$ cat src/rtl/taito_serial_pkg.sv
// Shared definitions for the dual-channel serial shifter/deserializer pair.
// Word width default and the frame FSM state encoding live here.
package taito_serial_pkg;

  localparam int DEFAULT_WIDTH = 8;
  localparam int CNT_W         = $clog2(DEFAULT_WIDTH);

  typedef enum logic {
    IDLE  = 1'b0,
    SHIFT = 1'b1
  } state_t;

endpackage

$ cat src/rtl/s2p_lane.sv
// One deserializer lane: a direction-selectable shift register feeding
// a holding register that captures the completed word on the final bit.
module s2p_lane
  import taito_serial_pkg::*;
#(
  parameter int WIDTH = DEFAULT_WIDTH
) (
  input  logic             clk,
  input  logic             clear,
  input  logic             shift_en,
  input  logic             flush,
  input  logic             load,
  input  logic             rev,
  input  logic             din,
  output logic [WIDTH-1:0] data
);

  logic [WIDTH-1:0] sr;
  logic [WIDTH-1:0] sr_next;

  // The word loaded on the final edge must already contain that edge's bit,
  // so the holding register takes the shifted value, not the current one.
  always_comb begin
    sr_next = sr;
    if (rev) sr_next = {din, sr[WIDTH-1:1]};
    else     sr_next = {sr[WIDTH-2:0], din};
  end

  // NOTE: state is updated with non-blocking assignments so every register
  // in the design samples pre-edge values, regardless of block ordering.
  always_ff @(posedge clk or negedge clear) begin
    if (!clear) begin
      sr   <= '0;
      data <= '0;
    end else begin
      if (flush)         sr <= '0;
      else if (shift_en) sr <= sr_next;
      if (load) data <= sr_next;
    end
  end

endmodule

$ cat src/rtl/mb112_s2p_deserializer.sv
// Dual-channel serial-to-parallel receiver, cycle-compatible with the
// parallel-to-serial shifter; words are handed off with valid/ack.
module mb112_s2p_deserializer
  import taito_serial_pkg::*;
#(
  parameter int WIDTH = DEFAULT_WIDTH
) (
  input  logic             clk,
  input  logic             clear,
  input  logic             start_n,
  input  logic             reverse,
  input  logic             in1,
  input  logic             in2,
  output logic [WIDTH-1:0] data1,
  output logic [WIDTH-1:0] data2,
  output logic             data_valid,
  input  logic             data_ack,
  output logic             busy,
  output logic             overrun
);

  localparam int CW = (WIDTH > 1) ? $clog2(WIDTH) : 1;

  state_t        state;
  logic [CW-1:0] cnt;
  logic          rev_q;

  logic in_shift;
  logic last_bit;
  logic start_req;
  logic restart;
  logic shift_en;
  logic load;
  logic ovr_event;

  // NOTE: every always_comb output gets a default first so no path can
  // leave it unassigned and infer a latch.
  always_comb begin
    in_shift  = (state == SHIFT);
    last_bit  = (cnt == CW'(WIDTH - 1));
    start_req = !start_n;
    restart   = in_shift && !last_bit && start_req;
    shift_en  = in_shift && !restart;
    load      = in_shift && last_bit;
    ovr_event = load && data_valid && !data_ack;
  end

  // A strobe on the final edge chains straight into the next frame; a strobe
  // on any earlier edge throws the partial word away.
  always_ff @(posedge clk or negedge clear) begin
    if (!clear) begin
      state <= IDLE;
      cnt   <= '0;
      rev_q <= 1'b0;
      busy  <= 1'b0;
    end else begin
      case (state)
        IDLE: begin
          if (start_req) begin
            state <= SHIFT;
            busy  <= 1'b1;
            cnt   <= '0;
            rev_q <= reverse;
          end
        end
        SHIFT: begin
          if (start_req) begin
            cnt   <= '0;
            rev_q <= reverse;
          end else if (last_bit) begin
            state <= IDLE;
            busy  <= 1'b0;
            cnt   <= '0;
          end else begin
            cnt <= cnt + 1'b1;
          end
        end
        default: begin
          state <= IDLE;
          busy  <= 1'b0;
          cnt   <= '0;
        end
      endcase
    end
  end

  // A completion always wins over an ack; overrun only records a word lost
  // while the consumer was not acknowledging.
  always_ff @(posedge clk or negedge clear) begin
    if (!clear) begin
      data_valid <= 1'b0;
      overrun    <= 1'b0;
    end else begin
      data_valid <= load || (data_valid && !data_ack);
      overrun    <= ovr_event || (overrun && !data_ack);
    end
  end

  s2p_lane #(.WIDTH(WIDTH)) u_lane1 (
    .clk      (clk),
    .clear    (clear),
    .shift_en (shift_en),
    .flush    (start_req),
    .load     (load),
    .rev      (rev_q),
    .din      (in1),
    .data     (data1)
  );

  s2p_lane #(.WIDTH(WIDTH)) u_lane2 (
    .clk      (clk),
    .clear    (clear),
    .shift_en (shift_en),
    .flush    (start_req),
    .load     (load),
    .rev      (rev_q),
    .din      (in2),
    .data     (data2)
  );

endmodule

$ cat config.mk
export PLATFORM = sky130hd
export DESIGN_NAME = mb112_s2p_deserializer
export DESIGN_NICKNAME = d
export VERILOG_FILES = /design/src/rtl/taito_serial_pkg.sv /design/src/rtl/s2p_lane.sv /design/src/rtl/mb112_s2p_deserializer.sv
export SDC_FILE = /design/constraint.sdc
export NUM_CORES = 1
export LEC_CHECK = 0
export ABC_CLOCK_PERIOD_IN_PS = 1600
export CORE_MARGIN = 10
export CORE_UTILIZATION = 48
export CTS_BUF_LIST = sky130_fd_sc_hd__clkbuf_8 sky130_fd_sc_hd__clkbuf_16
export DETAILED_ROUTE_END_ITERATION = 10
export PLACE_DENSITY = 0.75
export SETUP_SLACK_MARGIN = 0.02
export SLEW_MARGIN = 20
export SYNTH_ARGS = -nofsm -noshare
export SYNTH_HDL_FRONTEND = slang
export SYNTH_SLANG_ARGS = --single-unit
$ cat constraint.sdc
create_clock -name clk -period 1.6 [get_ports clk]
set_clock_uncertainty 0.2 [all_clocks]
set_input_delay 0.24 -clock clk [delete_from_list [all_inputs] [get_ports clk]]
set_output_delay 0.24 -clock clk [all_outputs]
set_load 0.05 [all_outputs]
==> results by stage <==
Status:
- The flow ran to the end, and the final reports show no timing, DRC or antenna violations.

Timing:
- The number of max-slew violations in the final report is 0.
- The worst-case headroom to the max-slew limit is 66.8%.
- The setup TNS after final layout is 0 ns.
- Setup repair after global routing could not meet its margin everywhere.
- The highest clock frequency the design can meet is 0.660 GHz.
- The final setup violation count is 0.
- In the finished design, the share of the clock period the worst path needs comes to 94.7%.
- The slew at the pin closest to its max-slew limit is 0.498 ns.
- The number of hold-slack violations in the final timing report is 0.
- The shortest period the worst path allows is 1.52 ns.

Pwr:
- The power density relative to cell area is 1410 nW/um2.
- Combinational cells account for 37.7% of the total power.
- Per report_power, the sequential group accounts for 38.9% of the total.
- Across the VDD grid, the largest voltage drop is 857 uV.
- The clock network accounts for 23.4% of the total power.
- Summed over all cells, the static leakage comes to 1.11 nW.
- Net switching is 34.7% of the power.
- The internal power is 2.23 mW.
- The switching component of the power is 1.19 mW.
- Total power for the finished layout comes to 3.41 mW.

Detailed routing:
- The per-cell routed wire length is 16.3 um.
- In the routed layout, each cell is associated on average with a via count of 5.45.
- For this block, the initial DRC count from the detailed router was 103.
- For this run, design rule violations remaining after detail routing come to 0.
- The number of iterations in the first detailed-routing pass is 4.
- Once detail routing completed, the nets flagged for antenna violations numbered 0.
- The number of vias after detailed routing is 1271.
- The total routed wirelength is 3790 um.

Synth:
- The net count after synthesis is 165.
- After synthesis the cells add up to 1800 um2.
- The part of the Yosys area used for sequential elements is 55.6%.
- The average instance in the mapped netlist occupies 11.6 um2.
- Ranked by total cell area, the synthesized netlist is headed by dfrtp_1 56%, a21oi_1 11%, mux2i_1 10%, a21oi_2 4.4%, o21ai_0 3.9%.
- After technology mapping, the gate count stands at 155.
- The cell taking the most area after synthesis is dfrtp_1.
- The number of warnings reported in the yosys synthesis log is 0.
- The number of distinct standard cells referenced by the synthesized netlist is 25.
- The register bit total from synthesis is 40.
- Summed over its instances, the top area cell type makes up 55.6% of the synthesized netlist area.

Worst setup path:
- The kind of cell with the highest combined delay along the critical path is flip-flops.
- STA classifies the critical path startpoint as a flip-flop.
- Data on the critical path is required at its endpoint by 1.59 ns.
- The critical path runs through a total of 4 cells.
- The largest stage delay on the critical path is 0.42 ns.
- The signal on the critical path passes through ha_4 > ha_4 > and2_4 > a21o_1.
- Data on the critical path arrives at its endpoint at 1.51 ns.
- The cell at the slowest stage of the critical path is dfrtp_1.
- For the worst flop-to-flop path, the logic depth is 4.
- The critical path contains buffers and inverters numbering 0 combined.
- The critical path start-end classification is reg2reg.
- The kind of end point of the critical path is a flip-flop.
- Along the worst path, the maximum fanout reaches 17.
- By instance count, the cell type seen most on the critical path is ha_4.

Placed design:
- The estimated wirelength of the detail-placed design is 2680 um.
- The global placer's final weighted congestion is 0.843.
- Port buffering added 25 buffers.

Floorplanning:
- The I/O pin count is 26.
- The initial cell density of the core is 49.6%.
- The floorplan step defined a die boundary enclosing 6600 um2.
- The floorplan step set the die height to 81.2 um.
- From left edge to right edge, the die measures 81.2 um.
- The count of standard-cell rows is 22.
- The area inside the core boundary is 3630 um2.

Clocking:
- The total setup buffers inserted after CTS is 0.
- The clock-pin slew on the worst setup and hold paths is 0.08 ns.
- The TritonCTS sink count is 40.
- TritonCTS built the clock tree.
- The depth of the CTS H-tree is 2.
- The cell sitting at the root of the clock tree is a clkbuf_8.
- The clock passes through at most 2 buffers.
- At the later pin of the worst-skew pair, clock insertion delay measures 0.29 ns.
- The CTS buffer count is 5.

Cells and area:
- The repair_antennas step left the layout with diodes totalling 0.
- The register cell area after layout is 1000 um2.
- At the end of the flow, the number of nets in the layout was 194.
- The post-route netlist has 29.7% of its cells at a drive strength greater than 1.
- The area of the multi-input gates is 716 um2.
- Fill cells in the final layout number 283.
- Relative to the synthesized area, the layout overhead comes to 34.2%.
- Cells fill 66.5% of the core in the end.

Global route:
- The largest net degree at the start of global routing is 41.
- The initial antenna violation count is 0.
- After global routing the overflow that remains totals 0.
- The wire length of the first global-routing pass is 6190 um.
- The number of global-route vias before repair is 1249.
- Global routing used 11.9% of the available tracks across all layers.

Worst hold path:
- The tightest min-delay check is of the in2reg type.
- The hold path depth is 2.

Flow run:
- The max-cap check violation count is 0.
[sequential cells by signal, summed over array words and instances (netlist names)]
register and count:
u_lane2.sr 8, u_lane2.data 8, in_shift 1, u_lane1.sr 8
rev_q 1, u_lane1.data 8, data_valid 1, busy 1
cnt 3, overrun 1
[path summary, 6_finish.rpt]
path / from / endpoint / slack (ns)
min in group asynchronous: clear / u_lane1.data[7] / 0.33
setup reg to reg: cnt[0] / data_valid / 0.08
max in group asynchronous: clear / u_lane2.sr[7] / 0.52
hold / removal: data_ack / overrun / 0.30
hold reg to reg: overrun / overrun / 0.37
setup / recovery: cnt[0] / data_valid / 0.08
[logic make-up (layout without fill, tap and decap cells)]
| family | count (synthesis) | in the layout | synth area share (%) |
|---|---|---|---|
| simple gates | 6 | 6 | 2.15 |
| fa+ha+maj | 3 | 3 | 2.09 |
| mux | 19 | 19 | 10.6 |
| buf+inv | 17 | 47 | 6.88 |
| flops | 40 | 40 | 55.6 |
| compound gates | 70 | 70 | 22.7 |
[per-layer routing]
layer	GRT usage [%]	share of wire, %	vias up
met2	17.7	47	45
met3	5.74	7.3	10
met5	0	0	-
met4	3.98	2.0	0
li1	-	-	607
met1	14.8	43	609
[per-stage QoR]
step / hold WS (ns) / setup WS (ns) / area, um2 / cells
finish: 0.303 / 0.0841 / 2420 / 233
global route: 0.307 / 0.00957 / 2420 / 233
CTS: 0.296 / 0.0654 / 2390 / 233
detailed placement: 0.124 / 0.0756 / 2270 / 224
global placement: 0.116 / 0.104 / 2270 / 224
floorplan: -0.256 / -0.00381 / 1820 / 155
[timing repair]
action / CTS / global route
hold buffers: 1 / 0
endpoints found under the hold margin: 40 / 0
setup endpoints to repair: 0 / 7
resized for setup: 0 / 5
[power by group through the flow]
| stage | clock network, mW | logic, mW | registers, mW |
|---|---|---|---|
| 2_1_floorplan | 0 | 0.243 | 1.69 |
| 3_3_place_gp | 0 | 1.27 | 1.34 |
| 3_5_place_dp | 0 | 1.29 | 1.34 |
| 4_1_cts | 0.812 | 1.30 | 1.32 |
| 5_1_grt | 0.863 | 1.35 | 1.34 |
| 6_report | 0.799 | 1.29 | 1.33 |
[placed cells by master, fill, tap and decap left out, drive strengths merged]
cell / instances
a21boi: 1
a21o: 1
a21oi: 48
a2bb2oi: 1
a31oi: 1
and2: 1
buf: 30
bufinv: 1
clkbuf: 5
clkdlybuf4s50: 5
clkinv: 1
dfrtp: 40
dlygate4sd3: 1
ha: 3
inv: 4
mux2: 1
mux2i: 18
nor2: 1
nor2b: 3
nor3b: 1
o21a: 1
o21ai: 17
[synthesized netlist by cell type]
cell,number
a21boi_0,1
a21o_1,1
a21oi_1,38
a21oi_2,9
a21oi_4,1
a2bb2oi_1,1
a31oi_1,1
and2_4,1
buf_12,1
buf_2,5
buf_4,1
buf_6,3
buf_8,1
clkbuf_1,3
dfrtp_1,40
ha_1,3
inv_1,3
mux2_2,1
mux2i_1,18
nor2_1,1
nor2b_1,3
nor3b_1,1
o21a_1,1
o21ai_0,14
o21ai_1,3
[area by class of cell]
type,instances,share of cell area [%]
clock inverters,3,1.61
inverters,3,0.466
repair buffers,36,21.5
flip-flops and latches,40,41.4
well taps,48,2.49
multi-input cells,98,29.6
clock buffers,5,2.85
No activity file was read; power rests on OpenSTA's default activity.
